`src/rtl/audio_play_sequencer.sv`:
```
// audio_play_sequencer: playlist master for the audio sample buffer.
// Queues segment descriptors and, for each one, programs NUM_SAMPLES,
// SAMPLE_DIV and CTRL over the register bus. It tracks buf_playing to
// detect completion, then repeats, advances or stops.
module audio_play_sequencer #(
  parameter logic [31:0] BASE_ADDR   = 32'h0,
  parameter int          QUEUE_DEPTH = 8,
  parameter int          ACK_TIMEOUT = 16
) (
  input  logic        clk,
  input  logic        rst,
  input  logic        desc_valid,
  output logic        desc_ready,
  input  logic [31:0] desc_num_samples,
  input  logic [31:0] desc_sample_div,
  input  logic [7:0]  desc_repeat,
  input  logic        run,
  input  logic        abort,
  input  logic        err_clr,
  output logic [31:0] m_addr,
  output logic [31:0] m_wdata,
  output logic        m_wen,
  output logic        m_ren,
  input  logic        m_ack,
  input  logic        m_err,
  input  logic        buf_playing,
  output logic        busy,
  output logic        seg_done,
  output logic [4:0]  queue_count,
  output logic        err
);

  localparam int PW = $clog2(QUEUE_DEPTH);

  localparam logic [31:0] CTRL_ADDR = BASE_ADDR + 32'h0;
  localparam logic [31:0] NUM_ADDR  = BASE_ADDR + 32'h4;
  localparam logic [31:0] DIV_ADDR  = BASE_ADDR + 32'h8;
  localparam logic [31:0] CTRL_PLAY = 32'h5;  // play + load_done
  localparam logic [31:0] CTRL_STOP = 32'h4;  // load_done only

  typedef enum logic [3:0] {
    S_IDLE, S_LOAD_NUM, S_LOAD_DIV, S_ARM, S_WAIT_START,
    S_WAIT_END, S_STOP, S_NEXT, S_FLUSH
  } state_t;

  typedef struct packed {
    logic [31:0] num;
    logic [31:0] div;
    logic [7:0]  rep;
  } desc_t;

  state_t          state_q, state_d;
  desc_t           mem_q [QUEUE_DEPTH];
  logic [PW-1:0]   rd_ptr_q, rd_ptr_d, wr_ptr_q, wr_ptr_d;
  logic [4:0]      count_q, count_d;
  logic [31:0]     m_addr_q, m_addr_d, m_wdata_q, m_wdata_d;
  logic            m_wen_q, m_wen_d;
  logic [15:0]     ack_cnt_q, ack_cnt_d;
  logic [32:0]     st_cnt_q, st_cnt_d;
  logic [7:0]      rep_q, rep_d;
  logic            seg_done_q, seg_done_d;
  logic            err_q, err_d;
  logic            abort_pend_q, abort_pend_d;

  logic            push, pop, clr, flushing;
  logic            is_wr, ack_tmo, bus_fail, ack_done, start_to, abort_any;
  logic            entering;
  desc_t           head, head_nx, hsel;

  assign flushing   = (state_q == S_FLUSH) | abort_pend_q | abort;
  assign desc_ready = (count_q < 5'(QUEUE_DEPTH)) & ~flushing;
  assign push       = desc_valid & desc_ready;

  assign head    = mem_q[rd_ptr_q];
  assign head_nx = mem_q[rd_ptr_q + PW'(1)];
  // In NEXT the decision is about the entry behind the one being popped.
  assign hsel    = (state_q == S_NEXT) ? head_nx : head;

  assign is_wr = (state_q == S_LOAD_NUM) | (state_q == S_LOAD_DIV) |
                 (state_q == S_ARM) | (state_q == S_STOP) | (state_q == S_FLUSH);
  // Strobe cycle counts as the first cycle of the ack window.
  assign ack_tmo   = is_wr & ~m_ack & (ack_cnt_q == 16'(ACK_TIMEOUT - 1));
  assign bus_fail  = (is_wr & m_ack & m_err) | ack_tmo;
  assign ack_done  = (is_wr & m_ack) | ack_tmo;
  assign start_to  = (state_q == S_WAIT_START) & ~buf_playing & (st_cnt_q <= 33'd1);
  assign abort_any = abort | abort_pend_q;
  assign entering  = (state_d != state_q);

  // State register
  always_ff @(posedge clk or posedge rst) begin
    if (rst) state_q <= S_IDLE;
    else     state_q <= state_d;
  end

  // Next-state logic
  always_comb begin
    state_d = state_q;
    case (state_q)
      S_IDLE:
        if (run && count_q != 5'd0 && !abort)
          state_d = (hsel.num == 32'd0) ? S_NEXT : S_LOAD_NUM;
      S_LOAD_NUM:
        if (ack_done) state_d = (bus_fail || abort_any) ? S_FLUSH : S_LOAD_DIV;
      S_LOAD_DIV:
        if (ack_done) state_d = (bus_fail || abort_any) ? S_FLUSH : S_ARM;
      S_ARM:
        if (ack_done) state_d = (bus_fail || abort_any) ? S_FLUSH : S_WAIT_START;
      S_WAIT_START:
        if (abort_any)        state_d = S_FLUSH;
        else if (buf_playing) state_d = S_WAIT_END;
        else if (start_to)    state_d = S_STOP;
      S_WAIT_END:
        if (abort_any)         state_d = S_FLUSH;
        else if (!buf_playing) state_d = S_STOP;
      S_STOP:
        if (ack_done) begin
          if (bus_fail || abort_any) state_d = S_FLUSH;
          else                       state_d = (rep_q != 8'd0) ? S_ARM : S_NEXT;
        end
      S_NEXT:
        if (abort_any) state_d = S_FLUSH;
        else if (run && count_q > 5'd1)
          state_d = (hsel.num == 32'd0) ? S_NEXT : S_LOAD_NUM;
        else state_d = S_IDLE;
      S_FLUSH:
        if (ack_done) state_d = S_IDLE;
      default: state_d = S_IDLE;
    endcase
  end

  // Outputs and datapath: bus strobes on state entry, counters, FIFO control
  always_comb begin
    m_wen_d      = 1'b0;
    m_addr_d     = m_addr_q;
    m_wdata_d    = m_wdata_q;
    ack_cnt_d    = ack_cnt_q;
    st_cnt_d     = st_cnt_q;
    rep_d        = rep_q;
    seg_done_d   = 1'b0;
    pop          = 1'b0;
    clr          = 1'b0;

    if (entering) begin
      ack_cnt_d = 16'd0;
      case (state_d)
        S_LOAD_NUM: begin
          m_wen_d   = 1'b1;
          m_addr_d  = NUM_ADDR;
          m_wdata_d = hsel.num;
          rep_d     = (hsel.rep == 8'd0) ? 8'd1 : hsel.rep;
        end
        S_LOAD_DIV: begin
          m_wen_d   = 1'b1;
          m_addr_d  = DIV_ADDR;
          m_wdata_d = hsel.div;
        end
        S_ARM: begin
          m_wen_d   = 1'b1;
          m_addr_d  = CTRL_ADDR;
          m_wdata_d = CTRL_PLAY;
        end
        S_STOP: begin
          m_wen_d   = 1'b1;
          m_addr_d  = CTRL_ADDR;
          m_wdata_d = CTRL_STOP;
          if (rep_q != 8'd0) rep_d = rep_q - 8'd1;
        end
        S_FLUSH: begin
          m_wen_d   = 1'b1;
          m_addr_d  = CTRL_ADDR;
          m_wdata_d = CTRL_STOP;
        end
        default: ;
      endcase
    end else if (is_wr && !m_ack) begin
      ack_cnt_d = ack_cnt_q + 16'd1;
    end

    // Start timeout: one sample period plus slack for the buffer to react
    if (state_d == S_WAIT_START && state_q != S_WAIT_START)
      st_cnt_d = {1'b0, hsel.div} + 33'd16;
    else if (state_q == S_WAIT_START && st_cnt_q != 33'd0)
      st_cnt_d = st_cnt_q - 33'd1;

    // Retire the head; an abort seen in NEXT suppresses the retire
    if (state_q == S_NEXT && state_d != S_FLUSH) begin
      pop        = 1'b1;
      seg_done_d = 1'b1;
    end

    clr = ((state_q == S_IDLE) && abort) || ((state_q == S_FLUSH) && ack_done);

    // A set condition beats err_clr
    if (bus_fail || start_to) err_d = 1'b1;
    else if (err_clr)         err_d = 1'b0;
    else                      err_d = err_q;

    abort_pend_d = abort_pend_q | (abort & (state_q != S_IDLE));
    if (state_d == S_FLUSH || state_d == S_IDLE) abort_pend_d = 1'b0;

    if (clr) begin
      rd_ptr_d = '0;
      wr_ptr_d = '0;
      count_d  = 5'd0;
    end else begin
      rd_ptr_d = pop  ? rd_ptr_q + PW'(1) : rd_ptr_q;
      wr_ptr_d = push ? wr_ptr_q + PW'(1) : wr_ptr_q;
      count_d  = count_q + {4'd0, push} - {4'd0, pop};
    end
  end

  // Datapath registers
  always_ff @(posedge clk or posedge rst) begin
    if (rst) begin
      rd_ptr_q     <= '0;
      wr_ptr_q     <= '0;
      count_q      <= 5'd0;
      m_addr_q     <= 32'd0;
      m_wdata_q    <= 32'd0;
      m_wen_q      <= 1'b0;
      ack_cnt_q    <= 16'd0;
      st_cnt_q     <= 33'd0;
      rep_q        <= 8'd0;
      seg_done_q   <= 1'b0;
      err_q        <= 1'b0;
      abort_pend_q <= 1'b0;
    end else begin
      rd_ptr_q     <= rd_ptr_d;
      wr_ptr_q     <= wr_ptr_d;
      count_q      <= count_d;
      m_addr_q     <= m_addr_d;
      m_wdata_q    <= m_wdata_d;
      m_wen_q      <= m_wen_d;
      ack_cnt_q    <= ack_cnt_d;
      st_cnt_q     <= st_cnt_d;
      rep_q        <= rep_d;
      seg_done_q   <= seg_done_d;
      err_q        <= err_d;
      abort_pend_q <= abort_pend_d;
    end
  end

  // Descriptor storage, written at the tail on push
  always_ff @(posedge clk or posedge rst) begin
    if (rst) begin
      for (int i = 0; i < QUEUE_DEPTH; i++) mem_q[i] <= '0;
    end else if (push) begin
      mem_q[wr_ptr_q] <= '{num: desc_num_samples, div: desc_sample_div, rep: desc_repeat};
    end
  end

  assign m_addr      = m_addr_q;
  assign m_wdata     = m_wdata_q;
  assign m_wen       = m_wen_q;
  assign m_ren       = 1'b0;
  assign busy        = (state_q != S_IDLE);
  assign seg_done    = seg_done_q;
  assign queue_count = count_q;
  assign err         = err_q;

endmodule

```
`config.mk`:
```
export PLATFORM = sky130hd
export DESIGN_NAME = audio_play_sequencer
export DESIGN_NICKNAME = d
export VERILOG_FILES = /design/src/rtl/audio_play_sequencer.sv
export SDC_FILE = /design/constraint.sdc
export NUM_CORES = 2
export LEC_CHECK = 0
export ABC_CLOCK_PERIOD_IN_PS = 76000
export BUFFER_PORTS_ARGS = -buffer_cell sky130_fd_sc_hd__buf_2
export CAP_MARGIN = 10
export CORE_MARGIN = 10
export CORE_UTILIZATION = 68
export DETAILED_ROUTE_END_ITERATION = 8
export GPL_TIMING_DRIVEN = 0
export HOLD_SLACK_MARGIN = 0.06
export PLACE_DENSITY = 0.93
export SYNTH_ARGS = -nofsm -noshare
export SYNTH_HDL_FRONTEND = slang
export SYNTH_SLANG_ARGS = --single-unit
```
`constraint.sdc`:
```
create_clock -name clk -period 76 [get_ports clk]
set_input_delay 15.2 -clock clk [delete_from_list [all_inputs] [get_ports clk]]
set_output_delay 15.2 -clock clk [all_outputs]
set_load 0.01 [all_outputs]
```
Word level (Yosys, flattened, before mapping). Cells that the tools add are included.

$lt $le $gt $ge: 7. Divide/modulo/power cells: 0. Multipliers: 0. Reduce and logical (&&, ||, !) cells: 38. Mux-type cells: 50. Add/sub/neg operators: 8. Eq/ne operators: 19. Shifts and indexed selects: 0. Bitwise gates (word level): 25.

Operators with widths (number): 576-bit bitwise mux (1); 72-bit binary-select mux with 3-bit select (2); 72-bit two-way mux (6); 72-bit demux with 3-bit select (1); 32-bit one-hot mux with 4 select lines (1); 32-bit one-hot mux with 3 select lines (1); 33-bit two-way mux (2); 4-bit two-way mux (16); 4-bit one-hot mux with 9 select lines (1); 32-bit by 5-bit adder with 33-bit output (second input constant) (1); 33-bit by 1-bit <= comparator with 1-bit output (second input constant) (1); 33-bit nonzero test (1); 33-bit by 1-bit subtractor with 33-bit output (second input constant) (1); 32-bit zero test (1); 16-bit two-way mux (2); 4-bit by 3-bit equality test with 1-bit output (second input constant) (6); 3-bit two-way mux (7); 16-bit by 1-bit adder with 16-bit output (second input constant) (1); 16-bit by 4-bit equality test with 1-bit output (second input constant) (1); 4-bit by 2-bit equality test with 1-bit output (second input constant) (4); 8-bit two-way mux (2); 8-bit one-hot mux with 2 select lines (1); 4-bit >= comparator (second input constant) (3); 3-bit inverter with 4-bit output (3); 33 further kinds (81).

Output and inout port bits: 75. Input port bits: 81. Memories: 0. Logic and storage cells: 184. Bits in writable memories: 0. ROM bits: 0. Latch bits: 0. Flip-flop bits (word level): 716.

Longest topological paths before layout.
Depth in word-level cells: 17. Gate-level depth with buffers: 20. Depth with buffers taken out: 18.

Worst setup path before layout. Ideal clock, no wire load.

Path kind: input to output. Start: input port abort. End: output port desc_ready. Stages: 2. Arrival: 15.588 ns. Required time: 60.800 ns. Path buffers: 0. Slack: 45.212 ns. Path through: nor2_1 and3_1.

Word-level cells in the longest chain between the ends: 3.

RTL lines: start, declared (RTL line 18) `input logic abort,`; 1-bit OR (RTL line 70) `assign flushing = (state_q == S_FLUSH) | abort_pend_q | abort;`; 1-bit inverter (RTL line 71) `assign desc_ready = (count_q < 5'(QUEUE_DEPTH)) & ~flushing;`; 1-bit bitwise AND (RTL line 71); end, declared (RTL line 13) `output logic desc_ready,`.

No other way between the ends.

Worst setup path after layout. Ends and elaborated chain as after synthesis.

==> flow_metrics.env <==
export IMPL_worst_pin_slew_ps=1380
export IMPL_yosys_warnings=0
export IMPL_dr_total_vias=29000
export IMPL_p_leak_nw=18.8
export IMPL_dieArea_sq_um=66100
export IMPL_portBuffers=124
export IMPL_cts_resized=0
export IMPL_cts_made_buffers=74
export IMPL_min_period_over_period=0.412
export IMPL_setup_violations=0
export IMPL_ant_nets=0
export IMPL_crit_family="simple AND/OR/NAND/NOR gates"
export IMPL_p_seq_frac=0.399
export IMPL_swShare=0.342
export IMPL_cp_slowest_stage_delay_ps=310
export IMPL_track_usage=0.395
export IMPL_p_per_area_nw_per_um2=30.5
export IMPL_path_cells="buf_2 > nor2_1 > and3_1 > buf_2"
export IMPL_internal_power_w=0.000855
export IMPL_crit_fanout=7
export IMPL_synth_fa_ha_area_frac=0.00577
export IMPL_fp_dieH_um=257
export IMPL_layout_commonest_cell="dfrtp_1"
export IMPL_cts_tree="done"
export IMPL_root_buffer="clkbuf_16"
export IMPL_synthCells=2816
export IMPL_holdCritPathClass="reg2reg"
export IMPL_reg2reg_depth=20
export IMPL_vias_per_cell=7.49
export IMPL_wl_per_cell_um=34.1
export IMPL_htree_levels=3
export IMPL_rows=86
export IMPL_fin_skew_ps=34.8
export IMPL_critPathLaunchType="input port"
export IMPL_slowest_stage="nor2_1"
export IMPL_drt_iter0_drc=4562
export IMPL_max_freq_mhz=31.9
export IMPL_layout_common_cells="686 x dfrtp_1, 617 x mux2_2, 264 x mux4_2"
export IMPL_clock_sink_count=686
export IMPL_routed_wl_um=132000
export IMPL_synth_top_family_by_area="multiplexers"
export IMPL_reg2reg_slack_ps=68760
export IMPL_final_nets=3153
export IMPL_grt_pass1_vias=29800
export IMPL_fin_setup_tns_ps=0
export IMPL_dp_cells=3726
export IMPL_synth_edf_count=0
export IMPL_worstReg2RegStart="rd_ptr_q[1]$_DFFE_PP0P_"
export IMPL_globalRouteOverflowTotal=0
export IMPL_gp_congestion=1.02
export IMPL_synth_seq_cells=686
export IMPL_dp_hpwl_um=89500
export IMPL_min_from="m_wdata[8]$_DFFE_PP0P_"
export IMPL_vdd_drop_max_mv=0.0246
export IMPL_insertion_delay_ps=650
export IMPL_synth_simple_area_share=0.0672
export IMPL_rsz0062_at_grt="false"
export IMPL_outcome="complete, no violations"
export IMPL_required_ps=60800
export IMPL_cp_arrival_ps=16100
export IMPL_fillers=3153
export IMPL_p_sw_w=0.000444
export IMPL_hold_viol_final=0
export IMPL_pin_count=156
export IMPL_ys_flop_type="dfrtp_1"
export IMPL_cpMostUsedCell="buf_2"
export IMPL_yosysSeqAreaShare=0.449
export IMPL_synth_compound_area_share=0.0477
export IMPL_dieWidth_um=257
export IMPL_area_growth_synth_to_final_pct=11.6
export IMPL_cp_end_kind="output port"
export IMPL_finalCriticalPeriod_ps=31300
export IMPL_grt_pass1_wl_um=195000
export IMPL_path_class="in2out"
export IMPL_clock_path_buffers=3
export IMPL_slew_viol_final=0
export IMPL_synthXorXnorAreaFrac=0.0170
export IMPL_maxCapViolCount=0
export IMPL_clkPwrFrac=0.292
export IMPL_core_area_sq_um=55300
export IMPL_drc=0
export IMPL_dr_pass1_iters=9
export IMPL_synthMuxAreaShare=0.370
export IMPL_slew_headroom=0.0816
export IMPL_worst_path_buf_inv=2
export IMPL_start_util=0.691
export IMPL_cts_setup_buffers=0
export IMPL_holdPathStages=1
export IMPL_reg2reg_to="st_cnt_q[30]$_DFFE_PP0P_"
export IMPL_min_to="m_wdata[8]$_DFFE_PP0P_"
export IMPL_synth_area_per_cell_sq_um=13.6
export IMPL_antenna_found_initial=20
export IMPL_combPwrFrac=0.310
export IMPL_path_clk_slew_ps=50
export IMPL_post_cts_hold_buffer_count=0
export IMPL_grt_max_degree=134
export IMPL_netlist_area_sq_um=38200
export IMPL_synth_distinct_cells=89
export IMPL_layout_drive_gt1_share=0.415
export IMPL_async_flop_share=1.00
export IMPL_final_cell_count_no_fill=3874
## metrics by stage
step | total power [W] | hold slack, ps | utilization | setup slack (ps) | cell area [sq um]
final | 0.00130 | 484 | 0.771 | 44700 | 42600
after global routing | 0.00133 | 517 | 0.770 | 44650 | 42600
after CTS | 0.00127 | 488 | 0.770 | 44710 | 42600
after detailed placement | 0.000895 | 476 | 0.724 | 44710 | 40100
after global placement | 0.000869 | 447 | 0.721 | 36170 | 39900
after floorplan | 0.000757 | 434 | - | 41570 | 38300
## kinds of logic (layout without fill, tap and decap cells)
family | count (synthesis) | count (layout)
other | 1 | 46
adders and majority gates | 17 | 17
AOI/OAI and AO/OA | 270 | 270
DFF | 686 | 686
xor gates and xnor gates | 71 | 71
buffers and inverters | 269 | 534
muxes | 981 | 981
and+or+nand+nor | 521 | 521
## how the worst max path moves through the flow
stage / startpoint / end / slack (ps) / cells past startpoint
CTS: abort / desc_ready / 44710 / 4
floorplan: rst / abort_pend_q$_DFF_PP0_ / 41570 / 1
detailed placement: abort / desc_ready / 44710 / 4
global placement: rst / mem_q[198]$_DFFE_PP0P_ / 36170 / 2
global route: abort / desc_ready / 44650 / 4
finish: abort / desc_ready / 44700 / 4
## registers in the layout (all words and copies together) (netlist names), 2 cells and up
name and count:
queue_count 5, state_q 4, rep_q 8, rd_ptr_q 3
m_addr 2, wr_ptr_q 3, ack_cnt_q 16, mem_q 576
m_wdata 32, st_cnt_q 33
## layer usage
| metal | track usage | up-vias | share of wire |
|---|---|---|---|
| met5 | 0.000750 | - | 0.0011 |
| met4 | 0.280 | 16 | 0.081 |
| met3 | 0.166 | 793 | 0.14 |
| met2 | 0.578 | 2613 | 0.44 |
| met1 | 0.467 | 14500 | 0.33 |
| li1 | - | 11100 | - |
## power by group through the flow
stage | logic [W] | clock network (W) | registers, W
after detailed placement | 0.000380 | 0 | 0.000515
after global routing | 0.000417 | 0.000391 | 0.000524
after floorplan | 0.000259 | 0 | 0.000499
final | 0.000402 | 0.000379 | 0.000518
after CTS | 0.000386 | 0.000376 | 0.000512
after global placement | 0.000363 | 0 | 0.000506
## worst reg2reg max path: cells and delay by family, from the launching register on
family,cells,cell delay (ps)
AO/OA/AOI/OAI,3,960
AND/OR/NAND/NOR,5,1280
flip-flops,1,430
adder cells (fa/ha/maj),2,680
XOR/XNOR,2,740
buffers and inverters,8,2980
## final cells by class
cell class / count / area, sq um / area share
diodes: 15 / 37.5 / 0.000881
plain buffers: 233 / 1520 / 0.0357
clock buffers: 110 / 2220 / 0.0521
clock inverters: 22 / 287 / 0.00672
inverters: 36 / 143 / 0.00335
multi-input cells: 1891 / 19500 / 0.457
flip-flops and latches: 686 / 17200 / 0.403
well taps: 748 / 936 / 0.0220
repair buffers: 133 / 811 / 0.0190
## Yosys cell counts (35+ instances only)
cell / count / share of area
xnor2_1: 36 / 0.0083
clkbuf_1: 97 / 0.0095
dfrtp_1: 686 / 0.45
a21oi_1: 69 / 0.0090
nor2_1: 102 / 0.010
buf_2: 35 / 0.0046
mux2_2: 617 / 0.18
mux4_2: 264 / 0.16
buf_4: 45 / 0.0088
nand2_1: 198 / 0.019
mux2i_1: 65 / 0.017
nand3_1: 35 / 0.0046
o21ai_0: 45 / 0.0059
No activity file was read; power rests on OpenSTA's default activity.
